--- src/rtl/pc_unit.sv ---
// -----------------------------------------------------------------------------
// pc_unit : parametrised program counter for the multi-cycle/pipelined core.
//
// Provides a configurable step and reset vector, stall, branch/jump redirect,
// a one-entry pending-redirect buffer for redirects that arrive while stalled,
// and a HALT state with resume.
//
// Parameters
//   WIDTH       PC width in bits
//   INC         PC step per instruction (1 = word IMEM, 4 = byte IMEM)
//   RESET_ADDR  PC value loaded on reset
//   HALT_CODE   pc_src value that marks a halt instruction
//
// Ports
//   clk              in   clock, all state updates on posedge
//   rst              in   synchronous reset, active-low
//   pc_src           in   opcode field of current instruction
//   stall            in   1 = hold PC this cycle
//   redirect_valid   in   1 = branch/jump taken this cycle
//   redirect_target  in   target address for redirect
//   resume           in   1 = leave HALT, continue at pc+INC
//   pc               out  current instruction address (registered)
//   pc_plus_inc      out  pc+INC, combinational, wraps mod 2^WIDTH
//   halted           out  1 while in HALT (registered; this is the FSM state)
//   pend_valid       out  1 while a redirect is buffered (registered)
//
// Handshake: redirect_valid is a single-cycle pulse with no ready; it is
// always accepted on the posedge it is sampled. While stalled it lands in the
// pending buffer (newest wins); otherwise it loads pc directly.
// -----------------------------------------------------------------------------
module pc_unit #(
  parameter int unsigned        WIDTH      = 32,
  parameter int unsigned        INC        = 1,
  parameter logic [WIDTH-1:0]   RESET_ADDR = '0,
  parameter logic [6:0]         HALT_CODE  = 7'h7F
) (
  input  logic             clk,
  input  logic             rst,
  input  logic [6:0]       pc_src,
  input  logic             stall,
  input  logic             redirect_valid,
  input  logic [WIDTH-1:0] redirect_target,
  input  logic             resume,
  output logic [WIDTH-1:0] pc,
  output logic [WIDTH-1:0] pc_plus_inc,
  output logic             halted,
  output logic             pend_valid
);

  typedef enum logic {
    S_RUN  = 1'b0,
    S_HALT = 1'b1
  } state_t;

  localparam logic [WIDTH-1:0] INC_W = WIDTH'(INC);

  state_t           state_q, state_d;
  logic [WIDTH-1:0] pc_q, pc_d;
  logic             pend_q, pend_d;
  logic [WIDTH-1:0] pend_addr_q, pend_addr_d;

  // Truncating add: all-ones + INC wraps silently.
  assign pc_plus_inc = pc_q + INC_W;

  always_comb begin
    state_d     = state_q;
    pc_d        = pc_q;
    pend_d      = pend_q;
    pend_addr_d = pend_addr_q;

    case (state_q)
      S_RUN: begin
        if (stall) begin
          // Hold pc; park any redirect so it is not lost. pc_src is ignored
          // so a stalled halt instruction cannot take effect.
          if (redirect_valid) begin
            pend_d      = 1'b1;
            pend_addr_d = redirect_target;
          end
        end else if (redirect_valid) begin
          // A live redirect supersedes whatever was parked.
          pc_d   = redirect_target;
          pend_d = 1'b0;
        end else if (pend_q) begin
          pc_d   = pend_addr_q;
          pend_d = 1'b0;
        end else if (pc_src == HALT_CODE) begin
          // Only reachable with the buffer empty, so HALT never holds a pending redirect.
          state_d = S_HALT;
        end else begin
          pc_d = pc_plus_inc;
        end
      end

      S_HALT: begin
        if (redirect_valid) begin
          pc_d    = redirect_target;
          state_d = S_RUN;
        end else if (resume) begin
          // Step past the halt instruction.
          pc_d    = pc_plus_inc;
          state_d = S_RUN;
        end
      end

      default: state_d = S_RUN;
    endcase
  end

  always_ff @(posedge clk) begin
    if (!rst) begin
      state_q     <= S_RUN;
      pc_q        <= RESET_ADDR;
      pend_q      <= 1'b0;
      pend_addr_q <= '0;
    end else begin
      state_q     <= state_d;
      pc_q        <= pc_d;
      pend_q      <= pend_d;
      pend_addr_q <= pend_addr_d;
    end
  end

  assign pc         = pc_q;
  assign halted     = (state_q == S_HALT);
  assign pend_valid = pend_q;

endmodule

--- config.mk ---
export PLATFORM = sky130hd
export DESIGN_NAME = pc_unit
export DESIGN_NICKNAME = d
export VERILOG_FILES = /design/src/rtl/pc_unit.sv
export SDC_FILE = /design/constraint.sdc
export NUM_CORES = 1
export LEC_CHECK = 0
export CAP_MARGIN = 40
export CORE_MARGIN = 4
export CORE_UTILIZATION = 53
export CTS_CLUSTER_SIZE = 30
export DETAILED_ROUTE_END_ITERATION = 8
export PLACE_DENSITY = 0.87
export SKIP_LAST_GASP = 1
export SLEW_MARGIN = 20
export SYNTH_ARGS = -nofsm -noshare
export SYNTH_HDL_FRONTEND = slang
export SYNTH_SLANG_ARGS = --single-unit
--- constraint.sdc ---
create_clock -name clk -period 4.58 [get_ports clk]
set_input_delay 0.916 -clock clk [delete_from_list [all_inputs] [get_ports clk]]
set_output_delay 0.916 -clock clk [all_outputs]
set_load 0.03 [all_outputs]
==> results.yml <==
cts:
  clock_path_buffers: 2
  post_cts_buffers: 0
  cts_hold_buf: 0
  cts_tree: "done"
  clock_sinks: 66
  clk_latency_ns: 0.35
  clkTransAtPathRegs_ns: 0.07
  cts_root_buf: "clkbuf_8"
  cts_buffers: 9
  h-tree-depth: 3
  postCtsResizedCells: 0
placement:
  portBuffers: 109
  place_ws_ns: 0.9036
  hpwlAfterDp_um: 8828
  place_congestion: 0.8643
  place_area_um2: 5177
global_routing:
  overflow: 0
  grt_pass1_vias: 4466
  antenna_found_initial: 0
  grt_pass1_wl_um: 20680
  grt_usage: 0.2842
  grt_start_max_net_pins: 47
critical_path:
  worst-path-buf-inv: 1
  crit_required_ns: 3.66
  arrival_ns: 3.14
  crit_cells: 6
  critPathMaxStageDelay_ns: 0.69
  crit_path_frequent_cell: "nand3_1"
  cp_top_family: "simple AND/OR/NAND/NOR gates"
  cpMaxStageDelayCell: "clkdlybuf4s50_1"
  reg2reg_depth: 6
  critPathKind: "reg2out"
  setup.worst_path.end_class: "output pin"
  cp_max_fo: 8
  path_cells: "ha_1, nand3_1, nor4_1, nand3_1, xnor2_1, clkdlybuf4s50_1"
  start_kind: "register"
synthesis:
  synth_area_leaders: "dfxtp_1 (32%), nand2_1 (11%), a21oi_1 (8.8%), xnor2_1 (4.3%), o21ai_0 (4.2%)"
  ys_warn_count: 0
  yosysTopAreaCellShare: 0.3233
  synth_seq_cells: 66
  synthArstFlopShare: 0
  netlist_area_um2: 4086
  synth_edf_count: 0
  synth.net_count: 627
  yosysTopAreaCell: "dfxtp_1"
  postSynthCellCount: 582
  avgSynthCellArea_um2: 7.021
  synth_flop_cell: "dfxtp_1"
  ys_types: 60
  ys_seq_area_frac: 0.3233
drt:
  via_per_inst: 6.099
  antenna_left: 0
  drt-initial-drc-count: 370
  via_count: 4678
  wl_per_cell_um: 16.84
  drt-total-wl_um: 12920
  drcViolationCount: 0
  drtPass1Iterations: 5
timing:
  finClkSkew_ns: 0.007468
  final-hold-violation-count: 0
  maxSlewViolCount: 0
  tns_ns: 0
  period_share: 0.8856
  min_period_ns: 4.056
  final-setup-viol-count: 0
  rsz0062_at_grt: "no"
  maxSlewHeadroom: 0.4925
  worst_slew_pin_slew_ns: 0.7544
  fmax_ghz: 0.2466
  worst_slack_ns: 0.5242
floorplanning:
  rows: 31
  die_h_um: 95.81
  die_x_um: 95.81
  core_area_um2: 7370
  io_pins: 110
  initial_core_util: 0.5545
  die-area_um2: 9179
final_layout:
  fillers: 607
  syn2layout_area_growth_pct: 30.59
  nNetsFinal: 710
  design_area_um2: 5336
  num_antenna_cells: 0
  drive_above_1_share: 0.05389
power:
  p_leak_nw: 1.905
  power.density_nw_per_um2: 274.1
  peakVddDrop_uv: 162.7
min_path:
  holdPathStages: 2
  hold_class: "reg2reg"
flow_run:
  cap_violations: 0
outcome:
  status: "complete, no violations"
[Yosys cell counts (all sizes together) (5+ instances only)]
cell,count
nand3,18
clkbuf,34
buf,12
nand4,19
mux2i,6
xor2,8
nor2b,8
o21ai,34
nand2b,5
nor3,22
o21a,5
dfxtp,66
inv,20
a21oi,72
nand2,123
xnor2,20
nor2,39
[tightest hold or removal path: cells and delay by family (launching register included)]
family / cells / cell delay (ns)
AO/OA/AOI/OAI: 1 / 0.05
AND/OR/NAND/NOR: 1 / 0.05
flip-flops: 1 / 0.31
[layout make-up]
cell class	count	area (um^2)	area share
inverter	21	78.83	0.01477
multi-input combinational	449	2500	0.4685
clock buffer	11	141.4	0.02649
clock inverter	3	17.52	0.003283
sequential	66	1321	0.2476
tap	99	123.9	0.02321
timing repair buffer	118	1154	0.2162
[flip-flops by register name, indices dropped and copies added (netlist names)]
register	count
pc	32
pend_addr_q	32
halted	1
pend_valid	1
[final timing paths]
kind / startpoint / endpoint / slack (ns)
worst max-delay path: pc[0] / pc_plus_inc[28] / 0.52
worst min-delay path: pend_addr_q[19] / pend_addr_q[19] / 0.46
worst max register to register: pc[0] / pc[28] / 2.26
worst min register to register: pend_addr_q[19] / pend_addr_q[19] / 0.46
[per-stage QoR]
step                      cells    util  power, mW  hold WS (ns)
after floorplan             582       -     0.8825        0.4315
after global placement      753  0.7022      1.037        0.4400
after detailed placement    753  0.7025      1.047        0.4467
after CTS                   767  0.7241      1.463        0.4567
after global routing        767  0.7241      1.524        0.4766
final                       767  0.7241      1.463        0.4579
[cell families (layout without fill, tap and decap cells)]
family	Yosys count	count (layout)	synth area share
AOI/OAI and AO/OA	151	151	0.2241
xor gates and xnor gates	28	28	0.06001
adders and majority gates	1	1	0.003061
buffers and inverters	67	153	0.06675
DFF	66	66	0.3233
muxes	6	6	0.01470
and+or+nand+nor	263	263	0.3080
[power by group]
group	internal, mW	leakage [nW]	switching, mW
clock	0.203	0.0810	0.221
sequential	0.608	0.542	0.0453
combinational	0.164	1.28	0.221
total	0.975	1.90	0.488
[routing by layer]
metal  track usage  part of all wire  vias to the layer above
li1              -                 -                     2197
met1        0.3614              0.41                     2195
met2        0.4638              0.47                      259
met3       0.06724              0.10                       27
met4        0.1126             0.018                        0
met5             0                 0                        -
[placed cells by master, fill, tap and decap left out, drive strengths merged, types with 4 or more instances in the layout]
| master | count |
|---|---|
| o21a | 5 |
| inv | 20 |
| o21ai | 34 |
| nor3 | 22 |
| dfxtp | 66 |
| nand4b | 4 |
| and4 | 4 |
| nor2 | 39 |
| buf | 10 |
| nand4 | 19 |
| nand2b | 5 |
| nand2 | 123 |
| and3 | 4 |
| a21oi | 72 |
| o221ai | 4 |
| mux2i | 6 |
| nor4 | 4 |
| xor2 | 8 |
| nor2b | 8 |
| clkbuf | 11 |
| nand3 | 18 |
| clkdlybuf4s50 | 108 |
| xnor2 | 20 |
No activity file was read; power rests on OpenSTA's default activity.
